===== src/rtl/serial_add_ctrl.sv =====
// Bit-serial adder controller: one full-adder slice sequenced LSB first.
// Optional subtract mode via SERIAL_ADD_SUB_EN (adds sub port).
module serial_add_ctrl #(
    parameter int WIDTH = 8
) (
    input  logic             clk,
    input  logic             rst_n,
    input  logic             start,
    input  logic [WIDTH-1:0] a,
    input  logic [WIDTH-1:0] b,
`ifdef SERIAL_ADD_SUB_EN
    input  logic             sub,
`endif
    output logic             busy,
    output logic             done,
    output logic [WIDTH-1:0] sum,
    output logic             carry_out
);

    localparam int CW = (WIDTH > 1) ? $clog2(WIDTH) : 1;
    localparam logic [CW-1:0] LAST = CW'(WIDTH - 1);

    typedef enum logic [1:0] {
        IDLE,
        RUN,
        DONE
    } state_t;

    state_t           state_q, state_d;
    logic [WIDTH-1:0] a_q, a_d;
    logic [WIDTH-1:0] b_q, b_d;
    logic [WIDTH-1:0] acc_q, acc_d;
    logic [WIDTH-1:0] sum_q, sum_d;
    logic [CW-1:0]    cnt_q, cnt_d;
    logic             c_q, c_d;
    logic             busy_q, busy_d;
    logic             done_q, done_d;
    logic             cout_q, cout_d;
    logic             sub_in, sub_q;
    logic             load;
    logic             a0, b0, hs, s_bit, c_next;

`ifdef SERIAL_ADD_SUB_EN
    logic sub_d;
    assign sub_in = sub;
`else
    assign sub_in = 1'b0;
    assign sub_q  = 1'b0;
`endif

    // Two half adders plus the carry flop form the shared slice
    assign a0     = a_q[0];
    assign b0     = b_q[0] ^ sub_q;
    assign hs     = a0 ^ b0;
    assign s_bit  = hs ^ c_q;
    assign c_next = (a0 & b0) | (c_q & hs);

    always_comb begin
        state_d = state_q;
        a_d     = a_q;
        b_d     = b_q;
        acc_d   = acc_q;
        sum_d   = sum_q;
        cnt_d   = cnt_q;
        c_d     = c_q;
        busy_d  = busy_q;
        done_d  = 1'b0;
        cout_d  = cout_q;
        load    = 1'b0;
`ifdef SERIAL_ADD_SUB_EN
        sub_d   = sub_q;
`endif
        unique case (state_q)
            IDLE, DONE: begin
                state_d = IDLE;
                busy_d  = 1'b0;
                load    = start;
            end
            RUN: begin
                acc_d = {s_bit, acc_q[WIDTH-1:1]};
                a_d   = a_q >> 1;
                b_d   = b_q >> 1;
                c_d   = c_next;
                cnt_d = cnt_q + 1'b1;
                if (cnt_q == LAST) begin
                    sum_d   = {s_bit, acc_q[WIDTH-1:1]};
                    cout_d  = c_next;
                    done_d  = 1'b1;
                    busy_d  = 1'b0;
                    state_d = DONE;
                end
            end
            default: state_d = IDLE;
        endcase
        if (load) begin
            a_d     = a;
            b_d     = b;
            acc_d   = '0;
            c_d     = sub_in;
            cnt_d   = '0;
            busy_d  = 1'b1;
            state_d = RUN;
`ifdef SERIAL_ADD_SUB_EN
            sub_d   = sub_in;
`endif
        end
    end

    always_ff @(posedge clk or negedge rst_n) begin
        if (!rst_n) begin
            state_q <= IDLE;
            a_q     <= '0;
            b_q     <= '0;
            acc_q   <= '0;
            sum_q   <= '0;
            cnt_q   <= '0;
            c_q     <= 1'b0;
            busy_q  <= 1'b0;
            done_q  <= 1'b0;
            cout_q  <= 1'b0;
`ifdef SERIAL_ADD_SUB_EN
            sub_q   <= 1'b0;
`endif
        end else begin
            state_q <= state_d;
            a_q     <= a_d;
            b_q     <= b_d;
            acc_q   <= acc_d;
            sum_q   <= sum_d;
            cnt_q   <= cnt_d;
            c_q     <= c_d;
            busy_q  <= busy_d;
            done_q  <= done_d;
            cout_q  <= cout_d;
`ifdef SERIAL_ADD_SUB_EN
            sub_q   <= sub_d;
`endif
        end
    end

    assign busy      = busy_q;
    assign done      = done_q;
    assign sum       = sum_q;
    assign carry_out = cout_q;

endmodule


===== config.mk =====
export PLATFORM = sky130hd
export DESIGN_NAME = serial_add_ctrl
export DESIGN_NICKNAME = d
export VERILOG_FILES = /design/src/rtl/serial_add_ctrl.sv
export SDC_FILE = /design/constraint.sdc
export NUM_CORES = 1
export LEC_CHECK = 0
export ABC_AREA = 1
export CAP_MARGIN = 10
export CORE_UTILIZATION = 52
export DETAILED_ROUTE_END_ITERATION = 10
export PLACE_DENSITY = 0.9
export SYNTH_ARGS = -nofsm -noshare
export SYNTH_HDL_FRONTEND = slang
export SYNTH_SLANG_ARGS = --single-unit

===== constraint.sdc =====
create_clock -name clk -period 1.4 [get_ports clk]
set_input_delay 0.21 -clock clk [delete_from_list [all_inputs] [get_ports clk]]
set_output_delay 0.21 -clock clk [all_outputs]
set_load 0.05 [all_outputs]

==> metrics.md, run 1 <==
| Metric | Value |
|---|---|
| Final Critical Period | 1312 ps |
| CTS H-tree lvls | 2 |
| Power Density | 2394 nW/um2 |
| Clock transition at path regs | 120 ps |
| Kind of critical path | flip-flop to flip-flop |
| R2R setup slack | 90 ps |
| First-pass iteration count of the detailed router | 4 |
| Ant. Diodes | 0 |
| Core area | 3363 um2 |
| Post-DR wirelength/cell | 12.11 um |
| Antenna violations before repair | 0 |
| CTS Buf Count | 5 |
| Synth-to-Final Area Change | 30.99% |
| Die Span X | 61.31 um |
| FF+latch count, synth | 40 |
| Mapped Cells | 201 |
| Setup TNS | 0 ps |
| Largest net degree at the start of global routing | 33 |
| Final net count | 258 |
| Syn. warnings | 0 |
| First-pass GRT wire length | 5568 um |
| R2R depth | 6 |
| I/O Pins | 30 |
| All-Layer GR Usage | 20.58% |
| Max_slew headroom | 70.92% |
| Worst vdd ir | 1269 uV |
| Slowest CP cell | dfrtp_1 |
| Root Driver | clkbuf_4 |
| Fraction of layout cells with a size suffix above 1 | 19.41% |
| Status | finished, final reports clean |
| Crit path launch type | flip-flop |
| Worst-Margin Slew | 436.2 ps |
| Post-DP HPWL | 2445 um |
| DRC viols | 0 |
| Remaining global-route overflow | 0 |
| Finished Cell Area | 2396 um2 |
| CP Cell Sequence | ha_1 > ha_1 > inv_2 > nor2_4 > nand2_1 > nand2_1 |
| Post-CTS Setup Inserts | 0 |
| ANT nets after route | 0 |
| Post-layout util | 71.24% |
| IO Port Bufs | 29 |
| WP data required | 1640 ps |
| Crit Path Max Fanout | 5 |
| Cell variety after synth | 19 |
| Final hold viol count | 0 |
| Die Y | 61.31 um |
| Syn nets | 223 |
| Number of setup violations in the final report | 0 |
| Via count | 1449 |
| DIE AREA | 3759 um2 |
| CP arrival | 1550 ps |
| Post-place instance area | 2280 um2 |
| Post-synthesis sequential area ratio | 54.72% |
| Final Cycle Share | 93.72% |
| Max incr delay on CP | 420 ps |
| Worst hold path type | input pin to asynchronous set/reset pin |
| Worst Skew | 8.690 ps |
| Vias per cell | 5.120 |
| Crit. End Element | flip-flop |
| Slew Viols, Final | 0 |
| Routability Congestion | 0.7558 |
| Max frequency | 762.1 MHz |
| Later-pin clock latency in the skew report | 340 ps |
| Syn Area/Cell | 9.101 um2 |
| # rows | 21 |
| Fillers | 261 |
| Leakage power | 0.001194 uW |
| Number of DRC markers in iteration 0 | 72 |
| RSZ-0062 raised after global routing | no |
| Synth Cell Area | 1829 um2 |
| Clk sink count | 40 |
| Max Cap Viol | 0 |
| CTS tree | built |
| Clock Path Buffers | 2 |
| Vias in the first global route | 1319 |
| Final WL | 3426 um |
| Starting Density | 54.39% |
critical path, delay by kind of cell (launching register included):
kind	cells	cell delay (ps)
adders and majority gates	2	470
buffers and inverters	1	140
DFF	1	420
and+or+nand+nor	3	180
layer usage:
layer  vias to the layer above  GRT usage, %  part of all wire [%]
met4                         0         4.870                  0.67
li1                        706             -                     -
met3                         3         6.933                   4.2
met2                        46         34.78                    52
met5                         -             0                     0
met1                       694         25.58                    43
per-stage QoR:
step | power (uW) | hold slack, ps | setup slack [ps] | cells
floorplan | 3874 | -85.59 | 231.7 | 201
global placement | 4766 | 161.8 | 108.5 | 273
detailed placement | 4907 | 174.6 | 70.36 | 273
CTS | 5744 | 320.9 | 50.62 | 282
global route | 6149 | 358.3 | 17.89 | 283
finish | 5736 | 323.0 | 87.92 | 283
registers in the layout, indices dropped and copies added (netlist names):
signal / cells
busy: 1
c_q: 1
cnt_q: 3
state_q: 2
b_q: 8
acc_q: 7
sum: 8
done: 1
a_q: 8
carry_out: 1
placed cells by master, fill, tap and decap left out, drive strengths merged:
master and instances:
buf 19, fa 1, dlygate4sd3 1, nand2 90, bufinv 1, nor2 6, o21ai 3, ha 2
nand3 40, clkdlybuf4s50 17, inv 9, a21oi 1, clkbuf 7, dfrtp 40
synth_stat cells, drive strengths merged:
| library cell | instances | share of area [%] |
|---|---|---|
| o21ai | 3 | 0.82 |
| buf | 10 | 5.1 |
| a21oi | 1 | 0.27 |
| dfrtp | 40 | 55 |
| nor2 | 5 | 2.3 |
| fa | 1 | 1.1 |
| nand3 | 40 | 13 |
| inv | 9 | 1.8 |
| ha | 2 | 1.4 |
| nand2 | 90 | 19 |
worst paths after layout:
kind                                 startpoint            endpoint
max                        cnt_q[0]$_DFFE_PN0P_  sum[5]$_DFFE_PN0P_
min                                       rst_n  sum[0]$_DFFE_PN0P_
max reg2reg                cnt_q[0]$_DFFE_PN0P_  sum[5]$_DFFE_PN0P_
min reg2reg                acc_q[7]$_DFFE_PN0P_  sum[6]$_DFFE_PN0P_
max in group asynchronous                 rst_n  a_q[6]$_DFFE_PN0P_
min in group clk                           b[7]  b_q[7]$_DFFE_PN0P_
final cells by class:
type | instances | area [um2] | area share, %
inverters | 9 | 33.78 | 1.410
multi-input cells | 143 | 713.2 | 29.76
clock buffers | 7 | 65.06 | 2.715
clock inverters | 1 | 30.03 | 1.253
well taps | 46 | 57.56 | 2.402
flip-flops and latches | 40 | 1001 | 41.78
repair buffers | 37 | 495.5 | 20.68
where the power goes:
part	total [uW]	leakage, uW	internal, uW	switching (uW)
Sequential	2090	0.000505	1670	417
Clock	836	0.0000515	474	362
Combinational	2810	0.000638	1230	1580
kinds of logic (layout without fill, tap and decap cells):
logic type,count (synthesis),in the layout,synth area share (%)
buffers and inverters,19,54,6.908
flip-flops,40,40,54.72
AO/OA/AOI/OAI,4,4,1.094
adder cells (fa/ha/maj),3,3,2.462
AND/OR/NAND/NOR,135,136,34.82
repair_timing:
action | in CTS | in global routing
endpoints found under the hold margin | 17 | 0
gates resized for setup | 0 | 2
endpoints found under the setup margin | 0 | 9
hold buffers | 1 | 0
(Power assumes the default switching activity.)
==> run 2, diff against run 1 <==
Settings changed: CORE_UTILIZATION 52 to 55, CTS_BUF_LIST set to sky130_fd_sc_hd__clkbuf_4, PLACE_DENSITY 0.9 to 0.94.
==> run 2 against run 1 <==
  * Count of clock-buffer cells in the layout fell by 1
  * Combinational power is 1% higher
  * Clock skew increased by 1.4 ps
  * Final area shrank 2.0%
  * Largest cell class unchanged
==> metrics.md, run 2 (synthesis gave the netlist of run 1 again) <==
| Metric | Value |
|---|---|
| Status | finished, final reports clean |
| Final net count | 258 (unchanged) |
| Final WL | 3441 um (+0.44%) |
| Routability Congestion | 0.7701 (+1.9%) |
| Finished Cell Area | 2349 um2 (-2.0%) |
| Vias per cell | 5.207 (+1.7%) |
| DP Cell Count | 271 (-0.73%) |
| Hold path startpoint | a[7] |
| Die Span X | 59.67 um (-2.7%) |
| Reg2reg start | cnt_q[0]$_DFFE_PN0P_ |
| Crit path launch type | flip-flop |
| CTS Buf Count | 5 (unchanged) |
| R2R setup slack | 100 ps (about the same) |
| CP bufs+invs | 1 (unchanged) |
| I/O Pins | 30 (unchanged) |
| ANT nets after route | 0 (unchanged) |
| Max_slew headroom | 67.91% (-3.0 points) |
| RSZ-0062 raised after global routing | no |
| Post-DR wirelength/cell | 12.29 um (+1.5%) |
| Clk sink count | 40 (unchanged) |
| Number of DRC markers in iteration 0 | 76 (+5.6%) |
| Final Cycle Share | 92.92% (-0.80 points) |
| Leakage power | 0.001173 uW (-1.8%) |
| Worst hold path type | input pin to flip-flop |
| Final worst setup slack | 99.07 ps (+11.15 ps) |
| WP data required | 1630 ps (about the same) |
| Final hold viol count | 0 (unchanged) |
| Fillers | 205 (-21%) |
| Vias in the first global route | 1421 (+7.7%) |
| Die Y | 59.67 um (-2.7%) |
| Fraction of layout cells with a size suffix above 1 | 19.07% (-0.34 points) |
| Max frequency | 768.7 MHz (+0.86%) |
| Crit. End Element | flip-flop |
| CP top delay family | adder cells |
| DRC viols | 0 (unchanged) |
| Crit. Startpoint | cnt_q[0]$_DFFE_PN0P_ |
| Core area | 3103 um2 (-7.7%) |
| Via count | 1458 (+0.62%) |
| All-Layer GR Usage | 23.19% (+2.6 points) |
| First-pass iteration count of the detailed router | 4 (unchanged) |
| First-pass GRT wire length | 6023 um (+8.2%) |
| Worst vdd ir | 1111 uV (-12%) |
| Dpl ws | 77.24 ps (+6.885 ps) |
| WHS | 390.5 ps (+67.58 ps) |
| Worst-Margin Slew | 481.4 ps (+45.15 ps) |
| Post-place instance area | 2277 um2 (-0.11%) |
| Clock transition at path regs | 110 ps (about the same) |
| # rows | 20 (-4.8%) |
| Crit Path Max Fanout | 5 (unchanged) |
| Commonest non-fill, non-tap cells in the layout | 87 x nand2_1, 40 x dfrtp_1, 31 x nand3_1 |
| Slew Viols, Final | 0 (unchanged) |
| Max Cap Viol | 0 (unchanged) |
| DIE AREA | 3561 um2 (-5.3%) |
| Largest net degree at the start of global routing | 41 (+24%) |
| IO Port Bufs | 29 (unchanged) |
| Clock Path Buffers | 2 (unchanged) |
| Kind of critical path | flip-flop to flip-flop |
| CP Cell Sequence | ha_1 > ha_1 > inv_2 > nor2_4 > nand2_1 > nand2_1 |
| Worst Skew | 10.05 ps (+1.365 ps) |
| CP arrival | 1540 ps (about the same) |
| Final Critical Period | 1301 ps (-11.15 ps) |
| Max incr delay on CP | 420 ps (about the same) |
| CTS tree | built |
| CTS H-tree lvls | 2 (unchanged) |
| Slowest CP cell | dfrtp_1 |
| Starting Density | 58.95% (+4.6 points) |
| Setup TNS | 0 ps (unchanged) |
| Power Density | 2343 nW/um2 (-2.1%) |
| Post-DP HPWL | 2488 um (+1.8%) |
| Non-Filler Instances | 280 (-1.1%) |
| Later-pin clock latency in the skew report | 340 ps (about the same) |
| Root Driver | clkbuf_4 |
| Commonest non-fill, non-tap cell in the layout | nand2_1 |
| Number of setup violations in the final report | 0 (unchanged) |
| Antenna violations before repair | 0 (unchanged) |
| Synth-to-Final Area Change | 28.39% |
| Remaining global-route overflow | 0 (unchanged) |
| Ant. Diodes | 0 (unchanged) |
-- run 2: path summary, 6_finish.rpt --
kind                                               end  cells after the start
worst max register to register      sum[2]$_DFFE_PN0P_                      6
max in group asynchronous         cnt_q[0]$_DFFE_PN0P_                      3
worst max-delay path                sum[2]$_DFFE_PN0P_                      6
worst min-delay path                a_q[7]$_DFFE_PN0P_                      3
min in group asynchronous       state_q[1]$_DFFE_PN0P_                      3
worst min register to register      sum[6]$_DFFE_PN0P_                      2
-- run 2: worst register-to-register path, delay by kind of cell, from the launching register on --
family | cells | cell delay (ps)
and+or+nand+nor | 3 | 190
DFF | 1 | 420
adders and majority gates | 2 | 460
buffers and inverters | 1 | 140
-- run 2: power by group --
group | switching [uW] | internal (uW)
Combinational | 1600 | 1250
Sequential | 424 | 1670
Clock | 347 | 204
-- run 2: timing repair --
action                     in CTS  in global routing
hold endpoints to repair       40                  0
buffers inserted                0                  0
setup endpoints to repair       0                  9
hold buffers                    1                  0
gates resized for setup         0                  2
-- run 2: final cells by class --
class / count / area (um2) / area share (%)
well taps: 44 / 55.05 / 2.344
inverters: 9 / 33.78 / 1.438
clock buffers: 6 / 45.04 / 1.918
flip-flops and latches: 40 / 1001 / 42.62
repair buffers: 37 / 495.5 / 21.10
multi-input cells: 143 / 713.2 / 30.37
clock inverters: 1 / 5.005 / 0.2131
-- run 2: routing by layer --
layer  global-route usage (%)  up-vias  part of all wire (%)
met3                    6.277        4                   6.0
met4                    9.635        0                   1.0
met2                    37.30       57                    52
met1                    29.69      695                    41
met5                        0        -                     0
li1                         -      702                     -
-- run 2: through the flow --
stage          utilization (%)  power [uW]
2_1_floorplan                -        3874
3_3_place_gp             73.39        4804
3_5_place_dp             73.39        4955
4_1_cts                  75.32        5500
5_1_grt                  75.69        5883
6_report                 75.69        5503
==> run 3, diff against run 2 <==
Settings changed: CTS_CLUSTER_DIAMETER set to 200, MAX_ROUTING_LAYER set to met4.
==> run 3 against run 2 <==
  * Final area unchanged
  * Core utilization stayed put
  * Combinational power about the same
  * Die area unchanged
  * Register-to-register slack about the same
  * Sequential power is essentially flat
  * Via count is the same
  * Maximum frequency unchanged
  * Critical path depth did not move
  * Sequential cell count is the same
  * Critical endpoint unchanged
  * Largest power group unchanged
  * Highest routed layer unchanged
==> metrics.md, run 3 (synthesis gave the netlist of run 1 again) <==
| Metric | Value |
|---|---|
| # rows | 20 (unchanged) |
| All-Layer GR Usage | 23.89% (+0.70 points) |
| Die Y | 59.67 um (unchanged) |
| Kind of critical path | flip-flop to flip-flop |
| Via count | 1458 (unchanged) |
| Commonest non-fill, non-tap cells in the layout | 87 x nand2_1, 40 x dfrtp_1, 31 x nand3_1 |
| CP top delay family | adder cells |
| Vias per cell | 5.207 (unchanged) |
| Status | finished, final reports clean |
| Number of setup violations in the final report | 0 (unchanged) |
| Post-place instance area | 2277 um2 (unchanged) |
| Finished Cell Area | 2349 um2 (unchanged) |
| Max Cap Viol | 0 (unchanged) |
| Post-DP HPWL | 2488 um (unchanged) |
| Reg2reg start | cnt_q[0]$_DFFE_PN0P_ |
| CTS tree | built |
| Later-pin clock latency in the skew report | 340 ps (about the same) |
| Crit. End Element | flip-flop |
| CP Cell Sequence | ha_1 > ha_1 > inv_2 > nor2_4 > nand2_1 > nand2_1 |
| Clk sink count | 40 (unchanged) |
| Leakage power | 0.001173 uW (unchanged) |
| R2R setup slack | 100 ps (about the same) |
| Final WL | 3441 um (unchanged) |
| Final net count | 258 (unchanged) |
| RSZ-0062 raised after global routing | no |
| ANT nets after route | 0 (unchanged) |
| Non-Filler Instances | 280 (unchanged) |
| Max_slew headroom | 67.91% (unchanged) |
| Worst hold path type | input pin to flip-flop |
| Fraction of layout cells with a size suffix above 1 | 19.07% (unchanged) |
| Hold path startpoint | a[7] |
| Largest net degree at the start of global routing | 41 (unchanged) |
| Setup TNS | 0 ps (unchanged) |
| Sw Ratio | 43.16% (unchanged) |
| Remaining global-route overflow | 0 (unchanged) |
| Root Driver | clkbuf_4 |
| Crit Path Max Fanout | 5 (unchanged) |
| IO Port Bufs | 29 (unchanged) |
| Final Critical Period | 1301 ps (-0.0001000 ps) |
| Number of DRC markers in iteration 0 | 76 (unchanged) |
| Hold EP | a_q[7]$_DFFE_PN0P_ |
| Core area | 3103 um2 (unchanged) |
| Sw Pwr | 2375 uW (unchanged) |
| Final hold viol count | 0 (unchanged) |
| CP bufs+invs | 1 (unchanged) |
| Die Span X | 59.67 um (unchanged) |
| DRC viols | 0 (unchanged) |
| Critical R2R Capture | sum[2]$_DFFE_PN0P_ |
| Ant. Diodes | 0 (unchanged) |
| I/O Pins | 30 (unchanged) |
| Max incr delay on CP | 420 ps (about the same) |
| Comb pwr share | 51.9% (about the same) |
| R2R depth | 6 (unchanged) |
| Starting Density | 58.95% (unchanged) |
| Post-layout util | 75.69% (unchanged) |
| First-pass GRT wire length | 6030 um (+0.12%) |
| Vias in the first global route | 1421 (unchanged) |
| Synth-to-Final Area Change | 28.39% (unchanged) |
| Cell-internal power | 3128 uW (unchanged) |
| Worst hold stages | 3 (unchanged) |
| Worst vdd ir | 1111 uV (unchanged) |
| Routability Congestion | 0.7805 (+1.4%) |
| Post-DR wirelength/cell | 12.29 um (unchanged) |
| DP Cell Count | 271 (unchanged) |
| Commonest non-fill, non-tap cell in the layout | nand2_1 |
| Clock Path Buffers | 2 (unchanged) |
| Antenna violations before repair | 0 (unchanged) |
| Seq pwr share | 38.1% (about the same) |
| Clock transition at path regs | 110 ps (about the same) |
| WP data required | 1630 ps (about the same) |
| Max frequency | 768.7 MHz (unchanged) |
| DIE AREA | 3561 um2 (unchanged) |
| First-pass iteration count of the detailed router | 4 (unchanged) |
| Worst Skew | 10.05 ps (unchanged) |
| Slew Viols, Final | 0 (unchanged) |
| CTS H-tree lvls | 2 (unchanged) |
| Clk network pwr share | 10.0% (about the same) |
| Power Density | 2343 nW/um2 (unchanged) |
| CP arrival | 1540 ps (about the same) |
| Worst-Margin Slew | 481.4 ps (unchanged) |
| CTS Buf Count | 5 (unchanged) |
| Crit path launch type | flip-flop |
| Slowest CP cell | dfrtp_1 |
| Post-CTS Setup Inserts | 0 (unchanged) |
| Final Cycle Share | 92.92% (about the same) |
## run 3: cell counts in the layout (fill, tap and decap cells not counted)
No cell type changed its count.
## run 3: through the flow
step	worst slack, ps	power, uW	hold WS [ps]
floorplan	231.7	3874	-85.59
global placement	137.8	4804	288.7
detailed placement	77.24	4955	289.9
CTS	58.53	5500	380.0
global route	7.931	5883	404.5
finish	99.07	5503	390.5
## run 3: power by group through the flow
stage,sequential (uW),combinational (uW),clock [uW]
2_1_floorplan,2430,1450,0
3_3_place_gp,2080,2720,0
3_5_place_dp,2120,2840,0
4_1_cts,2100,2840,561
5_1_grt,2150,3110,622
6_report,2100,2850,551
## run 3: worst max path at each step
stage	from	endpoint	slack (ps)	cells past startpoint
global route	cnt_q[0]$_DFFE_PN0P_	sum[2]$_DFFE_PN0P_	8	6
detailed placement	cnt_q[0]$_DFFE_PN0P_	sum[5]$_DFFE_PN0P_	80	6
CTS	cnt_q[0]$_DFFE_PN0P_	sum[5]$_DFFE_PN0P_	60	6
global placement	start	a_q[5]$_DFFE_PN0P_	140	7
finish	cnt_q[0]$_DFFE_PN0P_	sum[2]$_DFFE_PN0P_	100	6
floorplan	cnt_q[0]$_DFFE_PN0P_	sum[7]$_DFFE_PN0P_	230	6
## run 3: area by class of cell
type                            count  area (um2)
Sequential cell                    40        1001
Fill cell                         205       754.5
Multi-Input combinational cell    143       713.2
Timing Repair Buffer               37       495.5
Tap cell                           44       55.05
Clock buffer                        6       45.04
Inverter                            9       33.78
Clock inverter                      1       5.005
## run 3: metal layers
metal	part of all wire [%]	up-vias	GRT usage, %
met4	1.0	0	9.635
met5	0	-	-
li1	-	702	-
met2	52	57	37.30
met3	6.0	4	6.277
met1	41	695	29.69
## run 3: timing repair
action / 4_1_cts / 5_1_grt
endpoints found under the hold margin: 40 / 0
hold buffers: 1 / 0
resized for setup: 0 / 2
endpoints found under the setup margin: 0 / 9
## run 3: worst reg2reg max path, cell delays in order, from the launching register on
cell,delay (ps)
dfrtp_1,420
ha_1,220
ha_1,240
inv_2,140
nor2_4,70
nand2_1,60
nand2_1,60
==> variant, RTL diff (flow settings as in run 2) <==
Build with the macro `SERIAL_ADD_SUB_EN` defined.
--- a/src/rtl/serial_add_ctrl.sv
+++ b/src/rtl/serial_add_ctrl.sv
@@ -1,5 +1,7 @@
 // Bit-serial adder controller: one full-adder slice sequenced LSB first.
 // Optional subtract mode via SERIAL_ADD_SUB_EN (adds sub port).
+`define SERIAL_ADD_SUB_EN
+
 module serial_add_ctrl #(
     parameter int WIDTH = 8
 ) (
Interface: changed (added sub); port bits go from 30 to 31. The function was not compared with the original's and may differ.
==> variant against run 2 <==
  * The run now ends with setup timing left
  * Sequential cell count increased by 1
  * Sequential share of layout area increased by 0.18 points
  * Worst setup slack got worse by 150 ps
  * Critical endpoint is now acc_q[7]$_DFFE_PN0P_
  * Cell area increased by 2.1%
  * Global-route usage increased by 3.9 points
  * Wire length increased by 22%
  * Synthesized area decreased by 2.1%
  * Power increased by 5.2%
  * Via count increased by 6.8%
  * Clock power increased by 3%
  * Critical path depth decreased by 2
  * Core utilization increased by 2.2 points
  * Count of clock-buffer cells in the layout unchanged
==> variant: results (changes against run 2) <==
| Metric | Value |
|---|---|
| Outcome | complete, but fails checks |
| Failing checks | setup timing |
| Ys Warns | 0 (unchanged) |
| NetSw | 2.52 mW (+6.0%) |
| Seq/Total Area, Yosys | 57.3% (+2.6 points) |
| Crit-path max cell delay | 460 ps (+40 ps) |
| Leak pwr | 1.27 nW (+8.3%) |
| Critical R2R Launch | sub_q$_DFFE_PN0P_ |
| First-pass GRT wire length | 6.64 mm (+10%) |
| Peak VDD IR | 0.00127 V (+14%) |
| Initial antenna violation count | 0 (unchanged) |
| Reg clk slew, reported paths | 110 ps (about the same) |
| Share of cells above drive strength 1 | 15.8% (-3.2 points) |
| Final Skew | 6.40 ps (-3.65 ps) |
| Gr usage total | 27.0% (+3.9 points) |
| DR WL/cell | 13.8 µm (+12%) |
| HPWL Detailed | 2.88 mm (+16%) |
| Slew Limit Headroom | 79.9% (+12 points) |
| CP top delay family | adder cells |
| Vias per cell | 5.14 (-1.3%) |
| Endpoints failing setup | 1 (+1) |
| Fillers | 183 (-11%) |
| Root Driver | clkbuf_4 |
| Diode count | 0 (unchanged) |
| I/O Buffers | 30 (+3.4%) |
| Synthesized net count | 239 (+7.2%) |
| Ys async rst share | 100% (unchanged) |
| Nets | 282 (+9.3%) |
| Worst slack, placed | -94.6 ps (-172 ps) |
| Arrival @ worst endpoint | 1750 ps (+210 ps) |
| DR pass1 iterations | 4 (unchanged) |
| Final worst slack | -53.8 ps (-153 ps) |
| Vias in the first global route | 1475 (+3.8%) |
| Critical-path top delay cell | fa_1 |
| DRT iter0 DRCs | 84 (+11%) |
| Post-synth EDFFs | 0 (unchanged) |
| Maximum fanout along the worst path | 2 (-3) |
| H-Tree Level Count | 2 (unchanged) |
| Worst skew pair latency | 360 ps (+20 ps) |
| CP startpoint kind | flip-flop |
| Top cells by area, synth | dfrtp_1, nand2_1, nand3_1, inv_1, o21ai_0 |
| CTS Buf Count | 5 (unchanged) |
| Hold WC Path Type | primary input to asynchronous set/reset pin |
| Post-synthesis cell type count | 17 (-2) |
| Largest net degree at the start of global routing | 21 (-49%) |
| Commonest cells post-synth | nand2_1, dfrtp_1, inv_1 |
| Worst-case clock buffer depth | 2 (unchanged) |
| Placer congestion estimate | 0.803 (+4.3%) |
==> variant: cell count changes after synthesis, sizes merged, moves of 2 or more <==
cell / run 2 / this run
o21ai: 3 / 17
clkbuf: 0 / 3
buf: 10 / 5
nand2: 90 / 95
nor2: 5 / 3
nand3: 40 / 20
inv: 9 / 26
==> variant: metrics by stage <==
step	setup TNS [ps]	std cells	cell area [µm²]	power (mW)	utilization (%)
6_report	-53.8	303	2400	5.79	77.9
2_1_floorplan	0	216	1790	3.79	-
4_1_cts	-3.04	302	2380	5.71	77.5
5_1_grt	-106	303	2400	6.17	77.9
3_3_place_gp	-6.37	293	2310	4.87	75.0
3_5_place_dp	-94.6	293	2310	5.08	75.0
==> variant: power groups by stage <==
stage / Sequential [mW] / Clock (mW) / Combinational, mW
4_1_cts: 2.12 / 0.569 / 3.02
3_3_place_gp: 2.10 / 0 / 2.77
3_5_place_dp: 2.13 / 0 / 2.95
5_1_grt: 2.18 / 0.619 / 3.38
6_report: 2.13 / 0.568 / 3.10
2_1_floorplan: 2.46 / 0 / 1.33
==> variant: layer usage <==
| layer | vias up | GRT usage [%] | wire length (µm) |
|---|---|---|---|
| met2 | 55 | 40.4 | 2070 |
| met5 | - | 0 | 0 |
| met3 | 19 | 5.46 | 193 |
| met1 | 737 | 37.2 | 1770 |
| li1 | 746 | - | - |
| met4 | 0 | 15.3 | 147 |
==> variant: cells by family after synthesis <==
logic type / share of synthesized area, %
compound gates: 5.03
xor+xnor: 0.489
fa+ha+maj: 2.52
buf+inv: 7.76
flops: 57.3
simple gates: 26.9
==> variant: worst paths after layout <==
path | slack (ps) | cells after the start | to
worst min register to register | 480 | 2 | a_q[7]$_DFFE_PN0P_
worst max-delay path | -50 | 4 | acc_q[7]$_DFFE_PN0P_
worst max register to register | -50 | 4 | acc_q[7]$_DFFE_PN0P_
worst min-delay path | 250 | 2 | a_q[4]$_DFFE_PN0P_
min in group clk | 380 | 3 | a_q[7]$_DFFE_PN0P_
max in group asynchronous | 610 | 3 | acc_q[2]$_DFFE_PN0P_
==> variant: worst register-to-register path: stages (launching register included) <==
cell,delay (ps)
dfrtp_1,430
xnor2_2,190
fa_1,460
or2_4,250
o21ai_2,60
==> variant: area by class of cell <==
type                    count  area share [%]
clock buffers               6            1.88
clock inverters             1           0.157
inverters                  26            4.07
multi-input cells         141            26.9
flip-flops and latches     41            42.8
well taps                  44            2.30
repair buffers             44            21.9
==> variant: what timing repair did <==
action,4_1_cts,5_1_grt
hold endpoints to repair,12,0
pin swaps,3,0
resized for setup,2,2
hold buffers,1,0
buffers inserted,1,1
endpoints found under the setup margin,1,9
